**config.mk**
```make
export PLATFORM = sky130hd
export DESIGN_NAME = conv_window_addr
export DESIGN_NICKNAME = d
export VERILOG_FILES = /design/src/rtl/conv_window_addr.sv
export SDC_FILE = /design/constraint.sdc
export NUM_CORES = 1
export LEC_CHECK = 0
export ABC_CLOCK_PERIOD_IN_PS = 9100
export BUFFER_PORTS_ARGS = -buffer_cell sky130_fd_sc_hd__buf_4
export CAP_MARGIN = 5
export CORE_MARGIN = 2
export CORE_UTILIZATION = 45
export CTS_CLUSTER_DIAMETER = 30
export DETAILED_ROUTE_END_ITERATION = 10
export GPL_TIMING_DRIVEN = 0
export PLACE_DENSITY_LB_ADDON = 0.08
export SYNTH_ARGS = -nofsm -noshare
export SYNTH_HDL_FRONTEND = slang
export SYNTH_SLANG_ARGS = --single-unit
```
**constraint.sdc**
```tcl
create_clock -name clk -period 9.1 [get_ports clk]
set_clock_uncertainty 0.2 [all_clocks]
set_input_delay 0 -clock clk [delete_from_list [all_inputs] [get_ports clk]]
set_output_delay 0 -clock clk [all_outputs]
set_load 0.02 [all_outputs]
```
**src/rtl/conv_window_addr.sv**
```systemverilog
`default_nettype none
// ============================================================================
//  Module      : conv_window_addr
//  Description : Convolution read-address generator for the feature-map SRAM.
//                Walks every kernel tap (kx innermost, then ky, channel,
//                output x, output y) of every output window and emits one
//                SRAM word address per cycle over a valid/ready handshake.
//                Window and channel boundaries are flagged for the MAC path.
//
//  Ports       : clk, rst_n            clock, async active-low reset
//                i_start               start pulse (sampled only when idle)
//                i_base_addr           address of pixel (0,0), channel 0
//                i_img_w / i_img_h     image size in pixels
//                i_k                   square kernel size
//                i_stride              window stride (1..3)
//                i_channels            input channel count
//                i_ready               downstream accepts o_addr
//                o_valid / o_addr      tap address stream
//                o_end_kernel          last tap of the window for a channel
//                o_end_window          last tap of last channel of a window
//                o_busy                job in progress (incl. done cycle)
//                o_done / o_err        end-of-job pulse, err = illegal config
//                i_pad / o_pad         only with CONV_ADDR_PAD_EN defined:
//                                      zero-padding amount and pad-tap flag
//
//  Optional    : `define CONV_ADDR_PAD_EN to enable zero-padding support.
//
//  Revision    : 1.0 - initial release
// ============================================================================
module conv_window_addr #(
    parameter int ADDR_WIDTH = 18,
    parameter int DIM_WIDTH  = 10,
    parameter int K_WIDTH    = 3,
    parameter int CH_WIDTH   = 8
) (
    input  logic                  clk,
    input  logic                  rst_n,
    input  logic                  i_start,
    input  logic [ADDR_WIDTH-1:0] i_base_addr,
    input  logic [DIM_WIDTH-1:0]  i_img_w,
    input  logic [DIM_WIDTH-1:0]  i_img_h,
    input  logic [K_WIDTH-1:0]    i_k,
    input  logic [1:0]            i_stride,
    input  logic [CH_WIDTH-1:0]   i_channels,
`ifdef CONV_ADDR_PAD_EN
    input  logic [1:0]            i_pad,
    output logic                  o_pad,
`endif
    input  logic                  i_ready,
    output logic                  o_valid,
    output logic [ADDR_WIDTH-1:0] o_addr,
    output logic                  o_end_kernel,
    output logic                  o_end_window,
    output logic                  o_busy,
    output logic                  o_done,
    output logic                  o_err
);

    // Coordinate width in padded image space: image size + 2*pad + stride + k
    // must fit without overflow.
    localparam int CW = DIM_WIDTH + 3;

    localparam logic [1:0] C_ST_IDLE = 2'd0;
    localparam logic [1:0] C_ST_RUN  = 2'd1;
    localparam logic [1:0] C_ST_DONE = 2'd2;
    localparam logic [1:0] C_ST_ERR  = 2'd3;

    // Multiply by a 2-bit constant using shift/add; used for pad and stride
    // row steps at job start only.
    function automatic logic [ADDR_WIDTH-1:0] mul_small(
        input logic [ADDR_WIDTH-1:0] x,
        input logic [1:0]            m
    );
        logic [ADDR_WIDTH-1:0] r;
        case (m)
            2'd0:    r = '0;
            2'd1:    r = x;
            2'd2:    r = x << 1;
            default: r = x + (x << 1);
        endcase
        return r;
    endfunction

    // ------------------------------------------------------------------
    // State, latched configuration and walk counters
    // ------------------------------------------------------------------
    logic [1:0]            state_q,      state_d;
    logic [DIM_WIDTH-1:0]  cfg_w_q,      cfg_w_d;
    logic [DIM_WIDTH-1:0]  cfg_h_q,      cfg_h_d;
    logic [K_WIDTH-1:0]    cfg_k_q,      cfg_k_d;
    logic [1:0]            cfg_stride_q, cfg_stride_d;
    logic [CH_WIDTH-1:0]   cfg_ch_q,     cfg_ch_d;
    logic [1:0]            cfg_pad_q,    cfg_pad_d;
    logic [ADDR_WIDTH-1:0] plane_q,      plane_d;     // img_w*img_h
    logic [ADDR_WIDTH-1:0] rowstep_q,    rowstep_d;   // stride*img_w

    logic [K_WIDTH-1:0]    kx_q,      kx_d;
    logic [K_WIDTH-1:0]    ky_q,      ky_d;
    logic [CH_WIDTH-1:0]   ch_q,      ch_d;
    logic [CW-1:0]         wx_q,      wx_d;       // window origin x (padded space)
    logic [CW-1:0]         wy_q,      wy_d;       // window origin y (padded space)
    logic [ADDR_WIDTH-1:0] row_ptr_q, row_ptr_d;  // start of current tap row
    logic [ADDR_WIDTH-1:0] chwin_q,   chwin_d;    // window origin, current channel
    logic [ADDR_WIDTH-1:0] win_q,     win_d;      // window origin, channel 0
    logic [ADDR_WIDTH-1:0] rowbase_q, rowbase_d;  // origin of first window in row

    logic                  valid_q;
    logic [ADDR_WIDTH-1:0] addr_q;
    logic                  endk_q;
    logic                  endw_q;
    logic                  busy_q;
    logic                  done_q;
    logic                  err_q;

    // ------------------------------------------------------------------
    // Start-time configuration decode
    // ------------------------------------------------------------------
    logic [1:0]            w_pad_in;
    logic [CW-1:0]         w_weff_in;
    logic [CW-1:0]         w_heff_in;
    logic                  w_cfg_ok;
    logic [ADDR_WIDTH-1:0] w_plane_in;
    logic [ADDR_WIDTH-1:0] w_origin_in;

`ifdef CONV_ADDR_PAD_EN
    assign w_pad_in = i_pad;
`else
    assign w_pad_in = 2'b00;
`endif

    assign w_weff_in = CW'(i_img_w) + CW'({w_pad_in, 1'b0});
    assign w_heff_in = CW'(i_img_h) + CW'({w_pad_in, 1'b0});

    assign w_cfg_ok = (i_k != '0) && (i_stride != 2'd0) && (i_channels != '0) &&
                      (CW'(i_k) <= w_weff_in) && (CW'(i_k) <= w_heff_in);

    // The only multiplier in the block; its result is captured once per job.
    assign w_plane_in = ADDR_WIDTH'(i_img_w) * ADDR_WIDTH'(i_img_h);

    // Padded origin sits pad rows above and pad columns left of pixel (0,0).
    // Wrapping is harmless: taps that would land outside the image are
    // reported as pad taps with the address forced to zero.
    assign w_origin_in = i_base_addr - mul_small(ADDR_WIDTH'(i_img_w), w_pad_in)
                                     - ADDR_WIDTH'(w_pad_in);

    // ------------------------------------------------------------------
    // Loop-boundary detection on the tap currently presented
    // ------------------------------------------------------------------
    logic          w_kx_last;
    logic          w_ky_last;
    logic          w_ch_last;
    logic          w_ox_last;
    logic          w_oy_last;
    logic [CW-1:0] w_weff_q;
    logic [CW-1:0] w_heff_q;

    assign w_weff_q  = CW'(cfg_w_q) + CW'({cfg_pad_q, 1'b0});
    assign w_heff_q  = CW'(cfg_h_q) + CW'({cfg_pad_q, 1'b0});
    assign w_kx_last = (kx_q == cfg_k_q - K_WIDTH'(1));
    assign w_ky_last = (ky_q == cfg_k_q - K_WIDTH'(1));
    assign w_ch_last = (ch_q == cfg_ch_q - CH_WIDTH'(1));
    // Last window in a row/column when the next stride step would not fit.
    assign w_ox_last = (wx_q + CW'(cfg_stride_q) + CW'(cfg_k_q)) > w_weff_q;
    assign w_oy_last = (wy_q + CW'(cfg_stride_q) + CW'(cfg_k_q)) > w_heff_q;

    // ------------------------------------------------------------------
    // Next-state: FSM and incremental address walk
    // ------------------------------------------------------------------
    always_comb begin
        state_d      = state_q;
        cfg_w_d      = cfg_w_q;
        cfg_h_d      = cfg_h_q;
        cfg_k_d      = cfg_k_q;
        cfg_stride_d = cfg_stride_q;
        cfg_ch_d     = cfg_ch_q;
        cfg_pad_d    = cfg_pad_q;
        plane_d      = plane_q;
        rowstep_d    = rowstep_q;
        kx_d         = kx_q;
        ky_d         = ky_q;
        ch_d         = ch_q;
        wx_d         = wx_q;
        wy_d         = wy_q;
        row_ptr_d    = row_ptr_q;
        chwin_d      = chwin_q;
        win_d        = win_q;
        rowbase_d    = rowbase_q;

        case (state_q)
            C_ST_IDLE: begin
                if (i_start) begin
                    cfg_w_d      = i_img_w;
                    cfg_h_d      = i_img_h;
                    cfg_k_d      = i_k;
                    cfg_stride_d = i_stride;
                    cfg_ch_d     = i_channels;
                    cfg_pad_d    = w_pad_in;
                    plane_d      = w_plane_in;
                    rowstep_d    = mul_small(ADDR_WIDTH'(i_img_w), i_stride);
                    kx_d         = '0;
                    ky_d         = '0;
                    ch_d         = '0;
                    wx_d         = '0;
                    wy_d         = '0;
                    row_ptr_d    = w_origin_in;
                    chwin_d      = w_origin_in;
                    win_d        = w_origin_in;
                    rowbase_d    = w_origin_in;
                    state_d      = w_cfg_ok ? C_ST_RUN : C_ST_ERR;
                end
            end

            // o_valid is always high in RUN, so i_ready alone marks a transfer.
            C_ST_RUN: begin
                if (i_ready) begin
                    if (!w_kx_last) begin
                        kx_d = kx_q + K_WIDTH'(1);
                    end else begin
                        kx_d = '0;
                        if (!w_ky_last) begin
                            ky_d      = ky_q + K_WIDTH'(1);
                            row_ptr_d = row_ptr_q + ADDR_WIDTH'(cfg_w_q);
                        end else begin
                            ky_d = '0;
                            if (!w_ch_last) begin
                                ch_d      = ch_q + CH_WIDTH'(1);
                                chwin_d   = chwin_q + plane_q;
                                row_ptr_d = chwin_d;
                            end else begin
                                ch_d = '0;
                                if (!w_ox_last) begin
                                    wx_d      = wx_q + CW'(cfg_stride_q);
                                    win_d     = win_q + ADDR_WIDTH'(cfg_stride_q);
                                    chwin_d   = win_d;
                                    row_ptr_d = win_d;
                                end else if (!w_oy_last) begin
                                    wx_d      = '0;
                                    wy_d      = wy_q + CW'(cfg_stride_q);
                                    rowbase_d = rowbase_q + rowstep_q;
                                    win_d     = rowbase_d;
                                    chwin_d   = rowbase_d;
                                    row_ptr_d = rowbase_d;
                                end else begin
                                    state_d = C_ST_DONE;
                                end
                            end
                        end
                    end
                end
            end

            default: begin
                state_d = C_ST_IDLE;
            end
        endcase
    end

    // ------------------------------------------------------------------
    // Output decode for the next presented tap
    // ------------------------------------------------------------------
    logic [CW-1:0]         w_px;
    logic [CW-1:0]         w_py;
    logic                  w_tap_pad;
    logic [ADDR_WIDTH-1:0] w_addr_d;
    logic                  w_endk_d;
    logic                  w_endw_d;
    logic                  w_run_d;

    assign w_px = wx_d + CW'(kx_d);
    assign w_py = wy_d + CW'(ky_d);

    // Padded-space tap lies in the border ring of width pad.
    assign w_tap_pad = (w_px <  CW'(cfg_pad_d)) ||
                       (w_px >= CW'(cfg_w_d) + CW'(cfg_pad_d)) ||
                       (w_py <  CW'(cfg_pad_d)) ||
                       (w_py >= CW'(cfg_h_d) + CW'(cfg_pad_d));

    assign w_addr_d = w_tap_pad ? '0 : (row_ptr_d + ADDR_WIDTH'(kx_d));
    assign w_endk_d = (kx_d == cfg_k_d - K_WIDTH'(1)) && (ky_d == cfg_k_d - K_WIDTH'(1));
    assign w_endw_d = w_endk_d && (ch_d == cfg_ch_d - CH_WIDTH'(1));
    assign w_run_d  = (state_d == C_ST_RUN);

    // ------------------------------------------------------------------
    // Registers
    // ------------------------------------------------------------------
    always_ff @(posedge clk or negedge rst_n) begin
        if (!rst_n) begin
            state_q      <= C_ST_IDLE;
            cfg_w_q      <= '0;
            cfg_h_q      <= '0;
            cfg_k_q      <= '0;
            cfg_stride_q <= '0;
            cfg_ch_q     <= '0;
            cfg_pad_q    <= '0;
            plane_q      <= '0;
            rowstep_q    <= '0;
            kx_q         <= '0;
            ky_q         <= '0;
            ch_q         <= '0;
            wx_q         <= '0;
            wy_q         <= '0;
            row_ptr_q    <= '0;
            chwin_q      <= '0;
            win_q        <= '0;
            rowbase_q    <= '0;
            valid_q      <= 1'b0;
            addr_q       <= '0;
            endk_q       <= 1'b0;
            endw_q       <= 1'b0;
            busy_q       <= 1'b0;
            done_q       <= 1'b0;
            err_q        <= 1'b0;
        end else begin
            state_q      <= state_d;
            cfg_w_q      <= cfg_w_d;
            cfg_h_q      <= cfg_h_d;
            cfg_k_q      <= cfg_k_d;
            cfg_stride_q <= cfg_stride_d;
            cfg_ch_q     <= cfg_ch_d;
            cfg_pad_q    <= cfg_pad_d;
            plane_q      <= plane_d;
            rowstep_q    <= rowstep_d;
            kx_q         <= kx_d;
            ky_q         <= ky_d;
            ch_q         <= ch_d;
            wx_q         <= wx_d;
            wy_q         <= wy_d;
            row_ptr_q    <= row_ptr_d;
            chwin_q      <= chwin_d;
            win_q        <= win_d;
            rowbase_q    <= rowbase_d;
            valid_q      <= w_run_d;
            addr_q       <= w_run_d ? w_addr_d : '0;
            endk_q       <= w_run_d && w_endk_d;
            endw_q       <= w_run_d && w_endw_d;
            busy_q       <= (state_d != C_ST_IDLE);
            done_q       <= (state_d == C_ST_DONE) || (state_d == C_ST_ERR);
            err_q        <= (state_d == C_ST_ERR);
        end
    end

`ifdef CONV_ADDR_PAD_EN
    logic pad_q;

    always_ff @(posedge clk or negedge rst_n) begin
        if (!rst_n) begin
            pad_q <= 1'b0;
        end else begin
            pad_q <= w_run_d && w_tap_pad;
        end
    end

    assign o_pad = pad_q;
`endif

    assign o_valid      = valid_q;
    assign o_addr       = addr_q;
    assign o_end_kernel = endk_q;
    assign o_end_window = endw_q;
    assign o_busy       = busy_q;
    assign o_done       = done_q;
    assign o_err        = err_q;

endmodule
`default_nettype wire

```
# Yosys cells after proc, flatten, opt, wreduce, memory -nomap -nowiden
# Cells that the tools add are included.
# word_totals
latchBits,0
reg_bits,209
input_bits,55
mem_bits_rw,0
out_inout_bits,24
elab_cells,181
romBits,0
memories,0
# classes
n_eq_ne,21
bitwise,0
reduce_logical,23
div,0
n_addsub,23
n_mul,1
order_cmp,8
mux,80
shifts,0
# ops
cell,count
18-bit 2-to-1 mux,25
13-bit 2-to-1 mux,14
18-bit one-hot mux with 2 select lines,4
8-bit 2-to-1 mux,7
13-bit by 3-bit adder with 13-bit output,4
13-bit one-hot mux with 2 select lines,2
10-bit 2-to-1 mux,4
18-bit adder,2
12-bit one-hot mux with 3 select lines,1
3-bit 2-to-1 mux,9
13-bit by 2-bit adder with 13-bit output,2
13-bit by 11-bit >= comparator with 1-bit output,2
13-bit by 11-bit > comparator with 1-bit output,2
13-bit by 2-bit less-than comparator with 1-bit output,2
10-bit by 2-bit adder with 11-bit output,2
10-bit by 3-bit adder with 11-bit output,2
3-bit by 10-bit <= comparator with 1-bit output,2
2-bit 2-to-1 mux,10
18-bit by 10-bit adder with 18-bit output,1
18-bit by 2-bit adder with 18-bit output,1
18-bit by 3-bit adder with 18-bit output,1
10-bit by 10-bit multiplier with 18-bit output,1
8-bit == test,2
8-bit one-hot mux with 2 select lines,1
other kinds (23),53

# Longest topological paths before layout
# Gate-level depths: netlist of run 1.
# depth
ltp_word,17
ltp_mapped,42
depth_no_buf,37

# Worst setup path after synthesis of run 1
# No wires, ideal clock.
# synth_timing
path_type,flip-flop to flip-flop
start,register cfg_stride_q[0]
end,"register addr_q[10], in the netlist o_addr[10]"
slack_ns,0.599
t_required_ns,8.820
setup_ns,0.080
period_less_slack_ns,8.501
path_stages_with_launch,41
n_path_buf,4
t_arrival_ns,8.220
path_cell_list,dfrtp_1 -> ha_1 -> fa_1 -> inv_1 -> fa_1 -> inv_1 -> a21oi_1 -> nor3_1 -> nand3_1 -> a21oi_1 -> xnor2_1 -> ha_1 -> a211oi_1 -> nand2_1 -> nor3_1 -> a221oi_1 -> a2111oi_4 -> nand3_2 -> (+5 left out) -> ha_1 -> a21o_1 -> a21oi_1 -> nor3_1 -> xor2_1 -> ha_1 -> and4_1 -> a31oi_1 -> nand2_1 -> a21o_1 -> a21oi_1 -> o21ai_0 -> a21oi_1 -> nand3_1 -> a2111o_1 -> buf_6 -> buf_6 -> nor3_2
# synth_via
elab_cells_between_ends,48
classes_between,8 x add/sub; 6 x order compare; 1 x eq/ne; 30 x mux; 3 x reduce/logical
# synth_lines
element,line_no,source
"start, declared",91,"logic [1:0] cfg_stride_q, cfg_stride_d;"
"start signal, assigned",318,cfg_stride_q <= cfg_stride_d;
13-bit by 2-bit adder with 13-bit output,"164, 238",
13-bit by 3-bit adder with 13-bit output,164,assign w_oy_last = (wy_q + CW'(cfg_stride_q) + CW'(cfg_k_q)) > w_heff_q;
13-bit by 11-bit > comparator with 1-bit output,164,
13-bit 2-to-1 mux,236,end else if (!w_oy_last) begin
13-bit 2-to-1 mux (*),231,if (!w_ox_last) begin
13-bit 2-to-1 mux (*),225,if (!w_ch_last) begin
13-bit 2-to-1 mux (*),220,if (!w_ky_last) begin
13-bit 2-to-1 mux (*),216,if (!w_kx_last) begin
13-bit 2-to-1 mux (*),215,if (i_ready) begin
13-bit one-hot mux with 2 select lines (*),189,case (state_q)
named net wy_d[1],101,"logic [CW-1:0] wy_q, wy_d;"
13-bit by 3-bit adder with 13-bit output (*),270,assign w_py = wy_d + CW'(ky_d);
13-bit by 2-bit less-than comparator with 1-bit output,275,(w_py < CW'(cfg_pad_d)) ||
1-bit logical OR,274,(w_px >= CW'(cfg_w_d) + CW'(cfg_pad_d)) ||
1-bit logical OR (*),275,
18-bit 2-to-1 mux (*),278,assign w_addr_d = w_tap_pad ? '0 : (row_ptr_d + ADDR_WIDTH'(kx_d));
18-bit 2-to-1 mux (*),333,addr_q <= w_run_d ? w_addr_d : '0;
"end signal, assigned",333,
"end, declared",108,logic [ADDR_WIDTH-1:0] addr_q;
# Mark *: on every way through the listed nets, which the timed path passes. The rest lies on a longest branch.
# A chain may end at the register's enable or synchronous reset.

# Worst setup path after layout of run 1
# layout_timing
start,register cfg_stride_q[0]
end,"register addr_q[9], in the netlist o_addr[9]"
# Same word-level chain as after synthesis.

==> metrics.yaml, run 1 <==
drv_slew: 0
syn_area_um2: 20300
cp_top_family: "compound AO/OA/AOI/OAI gates"
fp.dieW_um: 216
dp_cells: 3087
critical_path_buf_inv_count: 7
grt_max_degree: 90
fmax_mhz: 113
start_kind: "register"
hold_path.class: "in -> reg"
p_leak_nw: 11.5
power.total_mw: 9.83
clock_sinks: 202
grt-ovfl-total: 0
setup_slack_ns: 0.217
area_growth_pct: 23.5
clockBufferDepth: 3
wl_mm: 72.2
synthArstFlopShare: 1.00
vias: 19300
antenna_found_initial: 2
die_y_um: 216
post_synth_num_cell_types: 99
design.core.area_um2: 44300
start_util: 0.457
synth-compound-area-share: 0.194
yosys.area_share.simple: 0.202
drv_cap: 0
ys_ff_latch: 202
tritoncts: "done"
status: "finished clean"
clk_latency_ns: 0.62
vias_per_cell: 5.88
ys_warn_count: 0
use_met1: 0.437
synth_xor_area_frac: 0.0921
syn_nets: 2732
setup_viol: 0
htree_levels: 2
fin_nets: 2959
ir_worst_vdd_mv: 0.202
drc_errors: 0
io_pins: 79
path_class: "reg -> reg"
power_density_nw_per_um2: 393
drt_iter0_drc: 1649
min_period_ns: 8.88
grt-busiest-layer: "met2"
drt-wirelength-per-cell_um: 22.0
cts_root_buf: "clkbuf_16"
diodes: 0
hpwl_mm: 56.5
grt_use_total: 0.310
tightest_slew_ns: 1.32
synthAdderAreaFrac: 0.190
synth_top_cell_by_area: "dfrtp_1"
synth.most_common_cell: "nand2_1"
slew_headroom: 0.116
final_area_um2: 25000
fin_crit_sh: 0.976
dp_slack_ns: -2.17
rows: 77
synth_mux_area_frac: 0.0191
yosys-top-cells-count: "nand2_1 (309), dfrtp_1 (202), ha_1 (184)"
synth_top_family_by_area: "simple AND/OR/NAND/NOR gates"
crit_slowest_cell: "fa_2"
crit_arrival_ns: 9.21
yosys-top-cells-area: "dfrtp_1 (25%), ha_1 (11%), fa_1 (7.6%)"
grt_pass1_vias: 18900
cts_buffers: 60
placed_area_um2: 21600
place_congestion: 0.975
syn_inst: 2416
yosysSeqAreaShare: 0.249
final_layout_size_suffix_gt1_frac: 0.130
io_buffers: 76
firstDrtPassIters: 6
cp_data_required_time_ns: 9.43
clkTransAtPathRegs_ns: 0.04
grt_use_met2: 0.479
gr-usage-met3: 0.0459
postRouteAntennaNets: 0
avgSynthCellArea_um2: 8.39
hold_violations: 0
stdcell_count: 3285
synth_top_area_frac: 0.249
setup_tns_ns: 0
cp_max_fo: 10
die_area_um2: 46700
synthFlopType: "dfrtp_1"
cp-end-kind: "register"
grt_pass1_wl_mm: 111
critical-path-max-stage-delay_ns: 0.54
synth-edff-count: 0
==> metrics by stage <==
| stage | hold slack, ns | util |
|---|---|---|
| after floorplan | -0.496 | - |
| after global placement | 0.0746 | 0.487 |
| after detailed placement | -0.313 | 0.488 |
| after CTS | 0.00709 | 0.556 |
| after global routing | 0.0343 | 0.564 |
| final | 0.0322 | 0.564 |
==> path summary, 6_finish.rpt <==
path / depth (start not counted) / slack [ns] / from / endpoint
setup reg to reg: 40 / 0.22 / cfg_stride_q[0]$_DFFE_PN0P_ / o_addr[9]$_DFF_PN0_
max in group asynchronous: 4 / 7.86 / rst_n / cfg_stride_q[0]$_DFFE_PN0P_
hold reg to reg: 2 / 0.27 / win_q[0]$_DFFE_PN0P_ / win_q[0]$_DFFE_PN0P_
min in group asynchronous: 4 / 0.29 / rst_n / cfg_ch_q[1]$_DFF_PN0_
setup / recovery: 40 / 0.22 / cfg_stride_q[0]$_DFFE_PN0P_ / o_addr[9]$_DFF_PN0_
hold / removal: 4 / 0.03 / i_base_addr[15] / win_q[15]$_DFFE_PN0P_
==> layout by cell type (no fill, tap or decap), types with 15 or more instances in the layout <==
master	Yosys	final
a22oi_1	16	15
o21bai_1	17	17
and3_1	19	19
nand2_1	309	309
nor3_1	49	43
dlygate4sd3_1	0	57
o21a_1	16	16
xnor2_1	134	132
ha_1	184	179
o31ai_1	17	15
dfrtp_1	202	201
clkinv_2	0	16
inv_1	173	173
nand2b_1	24	22
clkbuf_1	74	75
buf_4	4	107
o211ai_1	18	18
nor2b_1	23	23
a31oi_1	24	24
fa_1	77	71
xor2_1	71	69
a211oi_1	24	22
clkbuf_16	0	61
nor2_1	156	153
a21oi_1	147	139
and2_1	57	57
a21o_1	47	46
o21ai_0	160	154
nor3_2	13	18
nand4_1	22	22
nor4_1	18	18
nand3_1	83	81
mux2i_1	32	32
==> flip-flops by register name, indices dropped and copies added, names as in the netlist, 2 cells and up <==
name and count:
chwin_q 18, o_addr 18, plane_q 18, row_ptr_q 18
rowbase_q 18, win_q 18, wx_q 13, wy_q 13
rowstep_q 12, cfg_h_q 10, cfg_w_q 10, cfg_ch_q 8
ch_q 8, cfg_k_q 3, kx_q 3, ky_q 3
cfg_pad_q 2, cfg_stride_q 2
==> timing repair <==
action / in CTS / in global routing
hold buffers: 58 / 0
hold endpoints to repair: 344 / 0
cloned: 0 / 1
endpoints found under the setup margin: 18 / 18
resized for setup: 61 / 54
setup buffers: 7 / 22
pin swaps: 13 / 21
==> per-layer routing <==
layer	wire length, um	vias to the layer above
li1	-	8983
met2	32000	728
met3	4530	171
met4	2760	0
met5	0	-
met1	32900	9418
==> where the power goes <==
group / leakage [nW] / internal (mW) / switching (mW) / total, mW
clock network: 1.04 / 1.55 / 0.663 / 2.21
registers: 2.54 / 1.28 / 0.420 / 1.70
logic: 7.88 / 2.23 / 3.68 / 5.92
==> kinds of logic after synthesis <==
group / count (synthesis)
flip-flops: 202
AO/OA/AOI/OAI: 601
XOR/XNOR: 209
multiplexers: 38
adder cells (fa/ha/maj): 261
buffers and inverters: 277
AND/OR/NAND/NOR: 828
==> final cells by class <==
type                            instances  area (um2)
Sequential cell                       202        5060
Clock inverter                         36         489
Clock buffer                           76        1650
Fill cell                            4102       19300
Timing Repair Buffer                  167        1450
Buffer                                102         539
Inverter                              173         649
Tap cell                              592         741
Multi-Input combinational cell       1937       14400
==> worst register-to-register path: cells and delay by family (launching register included) <==
| family | cells | cell delay (ns) |
|---|---|---|
| adder cells (fa/ha/maj) | 7 | 2.32 |
| AO/OA/AOI/OAI | 14 | 3.07 |
| AND/OR/NAND/NOR | 10 | 1.43 |
| buffers and inverters | 7 | 0.98 |
| flip-flops | 1 | 0.46 |
| XOR/XNOR | 2 | 0.32 |
Power figures use the tool's default switching activity.
==> run 2, diff against run 1 <==
--- a/config.mk
+++ b/config.mk
@@ -5,8 +5,9 @@
 export SDC_FILE = /design/constraint.sdc
 export NUM_CORES = 1
 export LEC_CHECK = 0
+export ABC_AREA = 1
 export ABC_CLOCK_PERIOD_IN_PS = 9100
-export BUFFER_PORTS_ARGS = -buffer_cell sky130_fd_sc_hd__buf_4
+export BUFFER_PORTS_ARGS = -buffer_cell sky130_fd_sc_hd__buf_2
 export CAP_MARGIN = 5
 export CORE_MARGIN = 2
 export CORE_UTILIZATION = 45
==> metrics.yaml, run 2 <==
tritoncts: "done"
routed-wl-met2_mm: 32.7  # +2.1%
synth_top_cell_by_area: "dfrtp_1"
cp-end-kind: "register"
start_util: 0.455  # -0.00194
post_synth_num_cell_types: 62  # -37%
area_growth_pct: 19.7
stdcell_count: 3870  # +18%
routedLengthMet1_mm: 32.9  # about the same
final_cell_mix: "nand2_1 (766), inv_1 (459), nor2_1 (232), dfrtp_1 (201), ha_1 (184)"
io_pins: 79  # unchanged
hold_violations: 0  # unchanged
crit_slowest_cell: "buf_2"
drv_cap: 0  # unchanged
clock_sinks: 202  # unchanged
syn_area_um2: 21200  # +4.4%
dp_cells: 3689  # +20%
start_kind: "register"
antenna_found_initial: 1  # -1
ys_ff_latch: 202  # unchanged
cts_root_buf: "clkbuf_16"
seqPwrFrac: 0.190  # +0.017
yosys-top-cells-count: "nand2_1 (766), inv_1 (459), nor2_1 (233)"
vias: 20800  # +7.7%
clkTransAtPathRegs_ns: 0.04  # about the same
avgSynthCellArea_um2: 7.04  # -16%
clk_latency_ns: 0.58  # -0.04 ns
ir_worst_vdd_mv: 0.200  # -0.93%
fin_nets: 3531  # +19%
clockPowerShare: 0.336  # +0.111
p_comb_frac: 0.474  # -0.128
fin_crit_sh: 0.953  # -0.0230
die_y_um: 221  # +2.1%
power_density_nw_per_um2: 277  # -30%
slew_headroom: 0.119  # +0.00296
status: "finished clean"
crit_arrival_ns: 8.96  # -0.25 ns
drc_errors: 0  # unchanged
crit_path_frequent_cell: "nor2_1"
utilization: 0.545  # -0.0194
yosysSeqAreaShare: 0.239  # -0.0105
hpwl_mm: 58.2  # +3.0%
wl_met3_mm: 5.05  # +11%
final_layout_size_suffix_gt1_frac: 0.106  # -0.0246
setup_viol: 0  # unchanged
grt_pass1_wl_mm: 113  # +1.7%
final_area_um2: 25300  # +1.2%
fp.dieW_um: 221  # +2.1%
critical-path-max-stage-delay_ns: 0.60  # +0.06 ns
grt_use_total: 0.295  # -0.0143
syn_inst: 3003  # +24%
cp_max_fo: 19  # +9
synth-edff-count: 0  # unchanged
ys_warn_count: 0  # unchanged
synth.most_common_cell: "nand2_1"
io_buffers: 77  # +1.3%
placed_area_um2: 22300  # +3.2%
die_area_um2: 48800  # +4.3%
intPower_mw: 4.05  # -20%
holdWs_ns: 0.0261  # -0.00606 ns
clockBufferDepth: 3  # unchanged
top_layer: "met4"
drv_slew: 0  # unchanged
diodes: 0  # unchanged
fmax_mhz: 115  # +2.4%
hold_path.class: "in -> reg"
place_congestion: 0.951  # -2.4%
p_leak_nw: 13.3  # +16%
rows: 79  # +2.6%
min_period_ns: 8.67  # -0.209 ns
grt_pass1_vias: 20300  # +7.2%
vias_per_cell: 5.37  # -8.6%
synth_top_area_frac: 0.239  # -0.0105
wl_mm: 73.2  # +1.3%
final_common_cell: "nand2_1"
path_class: "reg -> reg"
tightest_slew_ns: 1.31  # -0.0124 ns
grt_max_degree: 108  # +20%
cp_data_required_time_ns: 9.39  # -0.04 ns
drt_iter0_drc: 1759  # +6.7%
syn_nets: 3319  # +21%
grt-ovfl-total: 0  # unchanged
cts_buffers: 68  # +13%
setup_tns_ns: 0  # unchanged
htree_levels: 3  # +1
p_sw_frac: 0.422  # -0.0628
synthFlopType: "dfrtp_1"
postRouteAntennaNets: 0  # unchanged
firstDrtPassIters: 6  # unchanged
drt-wirelength-per-cell_um: 18.9  # -14%
synthArstFlopShare: 1.00  # unchanged
power_switching_mw: 2.96  # -38%
yosys-top-cells-area: "dfrtp_1 (24%), nand2_1 (14%), ha_1 (11%)"
design.core.area_um2: 46500  # +4.8%
[run 2: cell types whose count changed in the layout (fill, tap and decap cells not counted), moves of 53 or more]
cell	previous run	this run
inv_1	173	459
nand3_1	81	180
nand2_1	309	766
and2_1	57	4
buf_2	9	82
nor2_1	153	232
xnor2_1	132	38
buf_4	107	12
[run 2: path summary, 6_finish.rpt]
path,start,end,slack (ns),depth (start not counted)
min in group asynchronous,rst_n,cfg_ch_q[7]$_DFF_PN0_,0.33,4
worst min-delay path,i_img_h[8],plane_q[17]$_DFFE_PN0P_,0.03,6
worst min register to register,chwin_q[12]$_DFFE_PN0P_,chwin_q[12]$_DFFE_PN0P_,0.29,2
max in group asynchronous,rst_n,plane_q[14]$_DFFE_PN0P_,7.74,4
worst max-delay path,o_done$_DFF_PN0_,o_addr[12]$_DFF_PN0_,0.43,32
worst max register to register,o_done$_DFF_PN0_,o_addr[12]$_DFF_PN0_,0.43,32
[run 2: cell type report]
class | count | area, um2
timing repair buffer | 143 | 1080
multi-input combinational | 2246 | 14000
fill | 4513 | 21100
clock buffer | 95 | 1980
tap | 607 | 759
inverter | 471 | 1770
clock inverter | 23 | 317
sequential | 202 | 5060
buffer | 83 | 380
[run 2: cell families after synthesis]
| group | count (synthesis) | synth area share |
|---|---|---|
| compound gates | 458 | 0.125 |
| xor+xnor | 141 | 0.0587 |
| fa+ha+maj | 261 | 0.182 |
| buf+inv | 555 | 0.102 |
| flops | 202 | 0.239 |
| mux | 15 | 0.00799 |
| simple gates | 1371 | 0.286 |
[run 2: power groups by stage]
stage	clock [mW]	combinational, mW	sequential, mW
CTS	2.38	3.24	1.33
global placement	0	3.13	1.33
finish	2.36	3.32	1.33
floorplan	0	2.34	1.28
global route	2.44	3.75	1.35
detailed placement	0	3.19	1.33
[run 2: metrics by stage]
step	power, mW	setup WS, ns
floorplan	3.63	1.75
global placement	4.46	-0.750
detailed placement	4.52	-0.856
CTS	6.95	0.0330
global route	7.54	-0.0104
finish	7.01	0.426
[run 2: critical path, delay by kind of cell (launching register included)]
family | cells | cell delay, ns
adder cells (fa/ha/maj) | 2 | 0.76
XOR/XNOR | 1 | 0.18
flip-flops | 1 | 0.43
AO/OA/AOI/OAI | 7 | 1.22
AND/OR/NAND/NOR | 12 | 1.85
buffers and inverters | 10 | 3.93
[run 2: per-layer routing]
| metal | track usage | vias up |
|---|---|---|
| met5 | 0 | - |
| met3 | 0.0531 | 137 |
| met1 | 0.402 | 9777 |
| met4 | 0.107 | 0 |
| met2 | 0.470 | 719 |
| li1 | - | 10200 |
[run 2: repair_timing]
action | 4_1_cts | 5_1_grt
resized for setup | 4 | 8
hold endpoints to repair | 332 | 0
hold buffers | 56 | 0
setup buffers | 0 | 8
endpoints found under the setup margin | 18 | 18
pin swaps | 0 | 3
